## config.mk

```make
export PLATFORM = sky130hd
export DESIGN_NAME = lc3_mem_ctrl
export DESIGN_NICKNAME = d
export VERILOG_FILES = /design/src/rtl/lc3_mem_pkg.sv /design/src/rtl/lc3_mem_timer.sv /design/src/rtl/lc3_mem_ctrl.sv
export SDC_FILE = /design/constraint.sdc
export NUM_CORES = 1
export LEC_CHECK = 0
export CORE_UTILIZATION = 47
export CTS_CLUSTER_DIAMETER = 150
export CTS_CLUSTER_SIZE = 28
export DETAILED_ROUTE_END_ITERATION = 16
export GPL_TIMING_DRIVEN = 0
export PLACE_DENSITY = 0.81
export RECOVER_POWER = 25
export REMOVE_ABC_BUFFERS = 1
export SLEW_MARGIN = 40
export SYNTH_ARGS = -nofsm -noshare
export SYNTH_HDL_FRONTEND = slang
export SYNTH_SLANG_ARGS = --single-unit
```

## constraint.sdc

```tcl
create_clock -name CLK -period 5.5 [get_ports CLK]
set_input_delay 0.55 -clock CLK [delete_from_list [all_inputs] [get_ports CLK]]
set_output_delay 0.55 -clock CLK [all_outputs]
set_load 0.05 [all_outputs]
```

## src/rtl/lc3_mem_pkg.sv

```systemverilog
// -----------------------------------------------------------------------------
// lc3_mem_pkg
// Shared definitions for the LC-3 memory controller:
//   - mem_state_e : controller state encoding (ERR exists only when the
//                   LC3_MEM_TIMEOUT_EN macro is defined)
//   - LD_MEMOUT / LD_BUS : LDMDR control encodings
//   - ERR_DATA    : value placed in MDR when a read times out
//   - TIMER_W     : width of the wait-timeout counter
// -----------------------------------------------------------------------------
package lc3_mem_pkg;

   typedef enum logic [2:0] {
      IDLE = 3'd0,
      RD   = 3'd1,
      WR   = 3'd2,
      DONE = 3'd3
`ifdef LC3_MEM_TIMEOUT_EN
      ,
      ERR  = 3'd4
`endif
   } mem_state_e;

   // LDMDR[1] = load MDR, LDMDR[0] = source (0: memory, 1: BUS_IN)
   localparam logic [1:0] LD_MEMOUT = 2'b10;
   localparam logic [1:0] LD_BUS    = 2'b11;

   localparam logic [15:0] ERR_DATA = 16'hDEAD;

   // Wide enough for the full WAIT_TIMEOUT range 1..255
   localparam int unsigned TIMER_W = 8;

endpackage : lc3_mem_pkg

```

## src/rtl/lc3_mem_timer.sv

```systemverilog
// -----------------------------------------------------------------------------
// lc3_mem_timer
// Wait-timeout counter for one memory access. Only instantiated when the
// LC3_MEM_TIMEOUT_EN macro is defined.
//
// The count starts when the controller launches an access (start_i, seen in
// the IDLE cycle) so that the first RD/WR cycle carries count 1. expired_o is
// raised during the WAIT_TIMEOUT-th wait cycle if MEM_ACK is not present in
// that same cycle, so a late-but-in-time ack always wins.
//
// Ports
//   CLK        in   rising-edge clock
//   RESET      in   asynchronous, active-high reset
//   start_i    in   access launched this cycle
//   ack_i      in   MEM_ACK from the memory
//   expired_o  out  wait limit reached without ack (combinational)
// -----------------------------------------------------------------------------
module lc3_mem_timer
   import lc3_mem_pkg::*;
#(
   parameter int unsigned WAIT_TIMEOUT = 15
) (
   input  logic CLK,
   input  logic RESET,
   input  logic start_i,
   input  logic ack_i,
   output logic expired_o
);

   localparam logic [TIMER_W-1:0] LIMIT = TIMER_W'(WAIT_TIMEOUT);

   logic               active_q, active_d;
   logic [TIMER_W-1:0] cnt_q,    cnt_d;

   // NOTE: every variable gets a default at the top of always_comb so no
   // path leaves it unassigned; otherwise synthesis infers a latch.
   always_comb begin
      active_d = active_q;
      cnt_d    = cnt_q;
      if (start_i) begin
         active_d = 1'b1;
         cnt_d    = TIMER_W'(1);
      end else if (active_q) begin
         if (ack_i || (cnt_q == LIMIT)) begin
            active_d = 1'b0;
         end else begin
            cnt_d = cnt_q + TIMER_W'(1);
         end
      end
   end

   // NOTE: clocked state uses non-blocking assignments so every flop samples
   // pre-edge values; blocking here would create order-dependent races.
   always_ff @(posedge CLK or posedge RESET) begin
      if (RESET) begin
         active_q <= 1'b0;
         cnt_q    <= '0;
      end else begin
         active_q <= active_d;
         cnt_q    <= cnt_d;
      end
   end

   assign expired_o = active_q && !ack_i && (cnt_q == LIMIT);

endmodule : lc3_mem_timer

```

## src/rtl/lc3_mem_ctrl.sv

```systemverilog
// -----------------------------------------------------------------------------
// lc3_mem_ctrl
// LC-3 MAR/MDR memory controller. Accepts read/write requests from the
// datapath, runs a request/acknowledge handshake with external memory and
// signals completion with a one-cycle MEM_R pulse.
//
// Build option
//   LC3_MEM_TIMEOUT_EN : when defined, an access that sees no MEM_ACK for
//                        WAIT_TIMEOUT cycles is abandoned through the ERR
//                        state (MDR <= 16'hDEAD on reads, BUS_ERR pulse).
//                        When undefined, the controller waits indefinitely
//                        and BUS_ERR is tied low.
//
// Ports
//   CLK           in   rising-edge clock
//   RESET         in   asynchronous, active-high reset
//   BUS_IN        in   processor bus value
//   LDMAR         in   load MAR from BUS_IN
//   LDMDR[1:0]    in   bit1 load MDR, bit0 source (0 memory, 1 BUS_IN)
//   MEM_RW        in   request a write of MDR to M[MAR]
//   GATE_MDR_SEL  in   drive MDR onto MDR_OUT
//   MDR_OUT       out  MDR when gated, else 0
//   MEM_R         out  one-cycle access-complete pulse
//   MEM_ADDR      out  external address
//   MEM_WDATA     out  external write data
//   MEM_EN        out  external request, held until acknowledged
//   MEM_WE        out  external write strobe (qualified by MEM_EN)
//   MEM_RDATA     in   external read data, valid with MEM_ACK
//   MEM_ACK       in   external completion
//   BUS_ERR       out  one-cycle timeout pulse
// -----------------------------------------------------------------------------
module lc3_mem_ctrl
   import lc3_mem_pkg::*;
#(
   parameter int unsigned WAIT_TIMEOUT = 15
) (
   input  logic        CLK,
   input  logic        RESET,
   input  logic [15:0] BUS_IN,
   input  logic        LDMAR,
   input  logic [1:0]  LDMDR,
   input  logic        MEM_RW,
   input  logic        GATE_MDR_SEL,
   output logic [15:0] MDR_OUT,
   output logic        MEM_R,
   output logic [15:0] MEM_ADDR,
   output logic [15:0] MEM_WDATA,
   output logic        MEM_EN,
   output logic        MEM_WE,
   input  logic [15:0] MEM_RDATA,
   input  logic        MEM_ACK,
   output logic        BUS_ERR
);

   mem_state_e  state_q;
   logic [15:0] mar_q,   mar_d;
   logic [15:0] mdr_q;
   logic [15:0] addr_q,  addr_d;
   logic [15:0] wdata_q, wdata_d;
   logic        en_q;
   logic        we_q;
   logic        r_q;
   logic        err_q;

   logic        start_wr;
   logic        start_rd;
   logic        expired;

   // Requests are only honoured in IDLE; a write wins over a read.
   // An access launched together with LDMAR / LDMDR=LD_BUS sees the new
   // BUS_IN value rather than the stale register.
   always_comb begin
      start_wr = (state_q == IDLE) && MEM_RW;
      start_rd = (state_q == IDLE) && !MEM_RW && (LDMDR == LD_MEMOUT);
      mar_d    = LDMAR ? BUS_IN : mar_q;
      addr_d   = mar_d;
      wdata_d  = (LDMDR == LD_BUS) ? BUS_IN : mdr_q;
   end

`ifdef LC3_MEM_TIMEOUT_EN
   lc3_mem_timer #(
      .WAIT_TIMEOUT (WAIT_TIMEOUT)
   ) u_timer (
      .CLK       (CLK),
      .RESET     (RESET),
      .start_i   (start_wr || start_rd),
      .ack_i     (MEM_ACK),
      .expired_o (expired)
   );
`else
   assign expired = 1'b0;

   // WAIT_TIMEOUT only matters in the timeout build
   logic unused_wait_timeout;
   assign unused_wait_timeout = (WAIT_TIMEOUT != 0) && expired;
`endif

   // Address and write data are captured when the access starts so they stay
   // stable for the whole handshake even if MAR/MDR are reloaded meanwhile.
   always_ff @(posedge CLK or posedge RESET) begin
      if (RESET) begin
         state_q <= IDLE;
         mar_q   <= '0;
         mdr_q   <= '0;
         addr_q  <= '0;
         wdata_q <= '0;
         en_q    <= 1'b0;
         we_q    <= 1'b0;
         r_q     <= 1'b0;
         err_q   <= 1'b0;
      end else begin
         r_q   <= 1'b0;
         err_q <= 1'b0;
         mar_q <= mar_d;

         // Bus load of MDR; a read capture or error fill below overrides it
         if (LDMDR == LD_BUS) begin
            mdr_q <= BUS_IN;
         end

         case (state_q)
            IDLE: begin
               if (start_wr) begin
                  state_q <= WR;
                  en_q    <= 1'b1;
                  we_q    <= 1'b1;
                  addr_q  <= addr_d;
                  wdata_q <= wdata_d;
               end else if (start_rd) begin
                  state_q <= RD;
                  en_q    <= 1'b1;
                  we_q    <= 1'b0;
                  addr_q  <= addr_d;
                  wdata_q <= wdata_d;
               end
            end

            RD, WR: begin
               if (MEM_ACK) begin
                  if (state_q == RD) begin
                     mdr_q <= MEM_RDATA;
                  end
                  state_q <= DONE;
                  en_q    <= 1'b0;
                  we_q    <= 1'b0;
                  r_q     <= 1'b1;
               end else if (expired) begin
`ifdef LC3_MEM_TIMEOUT_EN
                  if (state_q == RD) begin
                     mdr_q <= ERR_DATA;
                  end
                  state_q <= ERR;
                  en_q    <= 1'b0;
                  we_q    <= 1'b0;
                  r_q     <= 1'b1;
                  err_q   <= 1'b1;
`else
                  state_q <= state_q;
`endif
               end
            end

            DONE: begin
               state_q <= IDLE;
            end

`ifdef LC3_MEM_TIMEOUT_EN
            ERR: begin
               state_q <= IDLE;
            end
`endif

            default: begin
               state_q <= IDLE;
               en_q    <= 1'b0;
               we_q    <= 1'b0;
            end
         endcase
      end
   end

   assign MDR_OUT   = GATE_MDR_SEL ? mdr_q : 16'h0000;
   assign MEM_R     = r_q;
   assign MEM_ADDR  = addr_q;
   assign MEM_WDATA = wdata_q;
   assign MEM_EN    = en_q;
   assign MEM_WE    = we_q;
   assign BUS_ERR   = err_q;

endmodule : lc3_mem_ctrl

```

# ---- Word-level counts from Yosys, hierarchy flattened
# Cells that the tools add are included.
dict set report op_classes {
  n_eq_ne 7
  n_mux 23
  bitwise 1
  n_reduce_logical 10
}
# cell n
set op_table {}
lappend op_table {{16-bit 2-to-1 mux} 10}
lappend op_table {{3-bit 2-to-1 mux} 3}
lappend op_table {{1-bit 2-to-1 mux} 7}
lappend op_table {{3-bit by 2-bit == test with 1-bit output (second input constant)} 2}
lappend op_table {{1-bit case mux with 3 select lines} 2}
lappend op_table {{3-bit case mux with 2 select lines} 1}
lappend op_table {{2-bit == test (second input constant)} 2}
lappend op_table {{2-bit AND reduction} 2}
lappend op_table {{3-bit by 1-bit == test with 1-bit output (second input constant)} 1}
lappend op_table {{1-bit logical AND} 3}
lappend op_table {{3-bit zero test} 1}
lappend op_table {{3-bit != test (second input constant)} 1}
lappend op_table {{3-bit AND reduction} 1}
lappend op_table {{2-bit != test (second input constant)} 1}
lappend op_table {{2-bit nonzero test} 1}
lappend op_table {{2-bit OR reduction} 1}
lappend op_table {{1-bit zero test} 1}
lappend op_table {{1-bit NOT} 1}
dict set report totals {
  reg_bits 70
  inputBits 40
  out_inout_bits 52
  wordCells 49
}

# ---- Logic depth before layout (Yosys ltp)
# Gate-level depths: netlist of run 1.
dict set report depth {
  ltp_word 6
  ltp_mapped 6
  depth_no_buf 5
}

# ---- Worst setup path before layout of run 1
# Ideal clock, no wire load.
dict set report synth_path {
  path_kind {in2out}
  from {input port GATE_MDR_SEL}
  to {output port MDR_OUT[15]}
  t_arrival_ps 1183
  required_time_ps 4950
  setup_slack_ps 3767
  cell_stages 2
  n_path_buf 1
  cell_sequence {clkbuf_1 and2_1}
}
dict set report synth_via {
  elab_chain_len 1
}
# item line
set synth_lines {}
lappend synth_lines {{start, declared} lc3_mem_ctrl.sv:43} ;# input logic GATE_MDR_SEL,
lappend synth_lines {{16-bit 2-to-1 mux} lc3_mem_ctrl.sv:182} ;# assign MDR_OUT = GATE_MDR_SEL ? mdr_q : 16'h0000;
lappend synth_lines {{end, declared} lc3_mem_ctrl.sv:44} ;# output logic [15:0] MDR_OUT,
# No other way between the ends.

# ---- Worst setup path in the final report of run 1
dict set report layout_path {
  from {input port GATE_MDR_SEL}
  to {output port MDR_OUT[9]}
}
# Same word-level chain as after synthesis.

==> flow_metrics.tcl, run 1 <==
set metrics [dict create \
    status "finished with violations" \
    failed_checks "capacitance limit, slew limit" \
    drt_wl_total_um 5880 \
    synth_area_leaders "dfrtp_1 58%, mux2_2 22%, mux2i_1 5.4%" \
    dpl_cell_area_sq_mm 0.00398 \
    route.detailed.drc 0 \
    drt-pass1-iter-count 4 \
    cts_max_level 3 \
    grtUsageTotal_pct 20.2 \
    p_leak_nw 1.79 \
    hold_violations 0 \
    io_pins 92 \
    synth_edf_count 0 \
    worstSetupEndpointType "output pin" \
    clockBufferDepth 2 \
    crit_chain "clkdlybuf4s50_1 -> and2_1 -> clkdlybuf4s50_1" \
    drtIter0Drc 55 \
    cts_tree "yes" \
    avgSynthCellArea_sq_um 13.8 \
    wl_per_cell_um 15.2 \
    multi_input_area_sq_mm 0.00115 \
    cts_setup_buffers 0 \
    netlist_area_sq_mm 0.00297 \
    diodes 0 \
    cts-root-buf "clkbuf_8" \
    synth_cells 215 \
    synth_cell_type_count 22 \
    overflow 0 \
    core_sq_mm 0.00599 \
    hold_class "register to register" \
    min_period_ps 3020 \
    worst_clock_skew_ps 3.10 \
    arrival_ps 2470 \
    area.growth.synth_to_final_pct 39.3 \
    via_per_inst 5.01 \
    yosysMostFrequentCell "dfrtp_1" \
    fin_area_sq_mm 0.00414 \
    cts_buffers 9 \
    postCtsHoldBufs 0 \
    grt_start_max_net_pins 38 \
    critPathMaxFanout 16 \
    die-width_um 81.5 \
    cts_resized 0 \
    drtAntennaViolNets 0 \
    nets 352 \
    yosysWarnings 0 \
    start_kind "input pin" \
    layout_worst_path_cycle_share_pct 54.9 \
    synth-seq-cells 69 \
    clkLatencyLatePin_ps 320 \
    dieHeight_um 81.5 \
    cp_common_cell "clkdlybuf4s50_1" \
    antenna_found_initial 0 \
    fmax_mhz 331 \
    setup_viol 0 \
    cap_violations 1 \
    layout-drive-gt1-share_pct 24.0 \
    seq_area_sq_mm 0.00173 \
    core.rowCount 28 \
    grt_pass1_wl_um 9760 \
    rsz0062_at_grt "no" \
    clkSinkCount 69 \
    whs_ps 477 \
    p_total_mw 2.63 \
    synthTopCellsByCount "69 x dfrtp_1, 58 x mux2_2, 17 x and2_1" \
    cpPeakStageDelay_ps 880 \
    ir_drop_mv 0.358 \
    grt_pass1_vias 2061 \
    start_util_pct 49.6 \
    slew_violations 1 \
    powerDensity_mw_per_mm2 636 \
    relSlewSlack_pct -0.337 \
    fin_setup_tns_ps 0 \
    cp_slowest_cell "clkdlybuf4s50_1" \
    async_flop_share_pct 100 \
    required_ps 4950 \
    crit_type "input pin to output pin" \
    yosysSeqAreaShare_pct 58.1 \
    die-area_sq_mm 0.00664 \
    synthFlopType "dfrtp_1" \
    dr_total_vias 1937 \
    dp_hpwl_um 4160 \
    gp_congestion 0.725 \
    fill_cells 445 \
    yosysTopAreaCellShare_pct 58.1 \
    tightest_slew_ps 1500 \
    synth_top_cell_by_area "dfrtp_1" \
    path_clk_slew_ps 60 \
    place.port_buffers 90 \
]
[layer usage]
metal / vias up / share of wire (%) / wire length [um] / track usage, %
met4: 0 / 1.4 / 81 / 8.57
met5: - / 0 / 0 / 0
li1: 915 / - / - / -
met2: 57 / 49 / 2880 / 33.4
met1: 957 / 44 / 2600 / 24.7
met3: 8 / 5.4 / 320 / 5.44
[critical path: cells and delay by family]
kind | cells | cell delay (ps)
buffers and inverters | 2 | 1690
AND/OR/NAND/NOR | 1 | 230
[cell usage in the layout (no fill, tap or decap)]
cell type / n
nand2_2: 1
mux2i_1: 16
dfrtp_1: 69
nor2b_1: 2
buf_16: 1
inv_1: 11
dlygate4sd3_1: 1
nor2_1: 8
clkbuf_1: 2
a211oi_2: 1
buf_12: 1
a21boi_4: 1
ha_1: 3
mux2_1: 7
buf_8: 1
clkbuf_8: 11
nand2_1: 1
nand2b_1: 1
a21oi_1: 9
and2_1: 17
nand3_2: 1
clkinvlp_2: 1
clkdlybuf4s50_1: 88
clkinv_2: 2
o21bai_1: 1
mux2_2: 54
conb_1: 1
[registers in the layout, indices dropped and copies added, names as in the netlist]
signal / count
MEM_EN: 1
state_q: 2
mdr_q: 16
MEM_ADDR: 16
mar_q: 16
MEM_WE: 1
MEM_WDATA: 16
MEM_R: 1
[logic make-up (layout without fill, tap and decap cells)]
family | after synthesis | in the layout | share of synthesized area, %
buf+inv | 22 | 119 | 3.66
mux | 77 | 77 | 28.5
fa+ha+maj | 3 | 3 | 1.26
compound gates | 12 | 12 | 2.57
other cells | 1 | 1 | 0.126
simple gates | 31 | 31 | 5.73
flops | 69 | 69 | 58.1
[worst paths after layout]
path	startpoint	end	slack, ps	cells past startpoint
max reg2reg	state_q[0]	mdr_q[7]	3640	4
min in group asynchronous	RESET	mdr_q[15]	1040	2
max in group asynchronous	RESET	MEM_ADDR[2]	3690	3
min reg2reg	mar_q[0]	mar_q[0]	480	1
max	GATE_MDR_SEL	MDR_OUT[9]	2480	3
min	mar_q[0]	mar_q[0]	480	1
[report_power, final]
| group | total [mW] | switching [mW] | internal, mW |
|---|---|---|---|
| logic | 1.47 | 0.878 | 0.588 |
| clock network | 0.347 | 0.165 | 0.182 |
| registers | 0.819 | 0.0981 | 0.720 |
| total | 2.63 | 1.14 | 1.49 |
[per-stage QoR]
| step | utilization [%] | setup WS (ps) | std cells |
|---|---|---|---|
| 6_report | 69.0 | 2480 | 387 |
| 5_1_grt | 69.0 | 2430 | 387 |
| 4_1_cts | 69.2 | 2470 | 387 |
| 3_5_place_dp | 66.5 | 2480 | 373 |
| 3_3_place_gp | 65.1 | 2050 | 370 |
| 2_1_floorplan | - | 3210 | 205 |
[final cells by class]
cell class	count	area share (%)
multi-input cells	124	27.7
repair buffers	93	23.1
clock inverters	2	0.242
well taps	75	2.27
flip-flops and latches	69	41.7
clock buffers	12	3.75
inverters	12	1.12
No activity file was read; power rests on OpenSTA's default activity.
==> run 2: changes to the inputs <==
--- a/config.mk
+++ b/config.mk
@@ -5,12 +5,12 @@
 export SDC_FILE = /design/constraint.sdc
 export NUM_CORES = 1
 export LEC_CHECK = 0
-export CORE_UTILIZATION = 47
+export CORE_UTILIZATION = 46
 export CTS_CLUSTER_DIAMETER = 150
 export CTS_CLUSTER_SIZE = 28
 export DETAILED_ROUTE_END_ITERATION = 16
 export GPL_TIMING_DRIVEN = 0
-export PLACE_DENSITY = 0.81
+export PLACE_DENSITY = 0.8
 export RECOVER_POWER = 25
 export REMOVE_ABC_BUFFERS = 1
 export SLEW_MARGIN = 40
==> constraint.sdc (replaced) <==
create_clock -name CLK -period 3.07 [get_ports CLK]
set_input_delay 0.307 -clock CLK [delete_from_list [all_inputs] [get_ports CLK]]
set_output_delay 0.307 -clock CLK [all_outputs]
set_load 0.05 [all_outputs]
==> run 2 against run 1 <==
The run now ends clean; largest cell class unchanged; cell area down 0.79%; first-iteration DRC count unchanged; critical endpoint is now MDR_OUT[10]; hold slack improved by 18 ps.
==> flow_metrics.tcl, run 2 (synthesis results as in run 1) <==
set metrics [dict create \
    powerDensity_mw_per_mm2 1150 \
    overflow 0 \
    start_util_pct 49.0 \
    clockBufferDepth 2 \
    cts_buffers 9 \
    power.net_switching_mw 2.06 \
    placedCellCount 373 \
    nets 352 \
    drtAntennaViolNets 0 \
    dp_hpwl_um 4290 \
    place.port_buffers 90 \
    relSlewSlack_pct 26.7 \
    p_sw_share_pct 43.8 \
    setup_viol 0 \
    min_period_ps 2490 \
    p_seq_share_pct 31.1 \
    grt_pass1_vias 2009 \
    layout-drive-gt1-share_pct 25.2 \
    power_frac_clock_pct 13.1 \
    antenna_found_initial 0 \
    crit_chain "clkdlybuf4s50_1 -> and2_1 -> clkdlybuf4s50_1" \
    die-area_sq_mm 0.00678 \
    core.rowCount 28 \
    worstSetupEndpointType "output pin" \
    path_delay_family "buffers and inverters" \
    drt_wl_total_um 6190 \
    arrival_ps 2190 \
    stdcell_count 388 \
    rsz0062_at_grt "no" \
    drt-pass1-iter-count 4 \
    via_per_inst 5.03 \
    dieHeight_um 82.4 \
    place_ws_ps 571 \
    core_sq_mm 0.00606 \
    postCtsHoldBufs 0 \
    cap_violations 0 \
    setup_slack_ps 578 \
    cp_common_cell "clkdlybuf4s50_1" \
    cts_resized 0 \
    cts_tree "yes" \
    fmax_mhz 401 \
    dr_total_vias 1953 \
    cts_setup_buffers 0 \
    gp_congestion 0.781 \
    final_common_cell "clkdlybuf4s50_1" \
    final_cell_mix "88 x clkdlybuf4s50_1, 69 x dfrtp_1, 58 x mux2_2" \
    crit_type "input pin to output pin" \
    grt_pass1_wl_um 9730 \
    grtUsageTotal_pct 19.9 \
    path_clk_slew_ps 70 \
    clkLatencyLatePin_ps 330 \
    slew_violations 0 \
    grt_start_max_net_pins 46 \
    cp_slowest_cell "clkdlybuf4s50_1" \
    io_pins 92 \
    pwr-share-comb_pct 55.8 \
    clkSinkCount 69 \
    hold_class "register to register" \
    die-width_um 82.4 \
    route.detailed.drc 0 \
    critPathMaxFanout 16 \
    hold_violations 0 \
    cts_max_level 3 \
    drtIter0Drc 55 \
    tightest_slew_ps 1090 \
    cts-root-buf "clkbuf_8" \
    status "completed" \
    p_leak_nw 1.78 \
    worst_clock_skew_ps 4.66 \
    cpPeakStageDelay_ps 830 \
    diodes 0 \
    start_kind "input pin" \
    layout_worst_path_cycle_share_pct 81.2 \
    required_ps 2760 \
    area.growth.synth_to_final_pct 38.2 \
    ir_drop_mv 0.626 \
    crit_buf_inv 2 \
    wl_per_cell_um 16.0 \
    p_int_mw 2.64 \
]
## run 2: changes by cell type in the layout (fill, tap and decap cells not counted), sizes merged
cell    delta
clkbuf     +1
## run 2: worst register-to-register path, stage by stage, from the launching register on
cell and delay (ps):
dfrtp_1 380, inv_1 80, ha_1 360, nand3_2 460
mux2_2 460
## run 2: layer usage
| metal | GRT usage (%) | share of wire (%) |
|---|---|---|
| met5 | 0 | 0 |
| met4 | 9.82 | 1.5 |
| met3 | 6.37 | 8.4 |
| met2 | 32.3 | 48 |
| met1 | 23.9 | 42 |
## run 2: layout make-up
class	count	area, sq um
multi-input cells	124	1150
flip-flops and latches	69	1730
clock buffers	13	149
fillers	468	1960
inverters	12	46.3
clock inverters	2	10.0
repair buffers	93	931
well taps	75	93.8
## run 2: power groups by stage
stage / clock network, mW / logic (mW) / registers, mW
detailed placement: 0 / 2.64 / 1.48
global placement: 0 / 2.57 / 1.46
CTS: 0.641 / 2.65 / 1.47
global route: 0.681 / 2.76 / 1.51
floorplan: 0 / 0.979 / 2.27
finish: 0.617 / 2.62 / 1.46
## run 2: worst paths after layout
kind | from | end | slack (ps) | cells after the start
worst max register to register | state_q[0] | mdr_q[14] | 1220 | 4
worst max-delay path | GATE_MDR_SEL | MDR_OUT[10] | 580 | 3
worst min register to register | mar_q[9] | mar_q[9] | 500 | 1
worst min-delay path | mar_q[9] | mar_q[9] | 500 | 1
min in group asynchronous | RESET | mar_q[6] | 630 | 2
max in group asynchronous | RESET | mdr_q[13] | 890 | 3
## run 2: stage by stage
step                      power (mW)  utilization, %  TNS (ps)  area, sq um  hold slack (ps)
final                           4.70            67.7         0         4100              495
after global routing            4.95            67.7         0         4100              511
after CTS                       4.76            68.1         0         4130              293
after detailed placement        4.12            65.5         0         3970              483
after global placement          4.03            64.4     -9710         3900              477
after floorplan                 3.25               -         0         2910              441
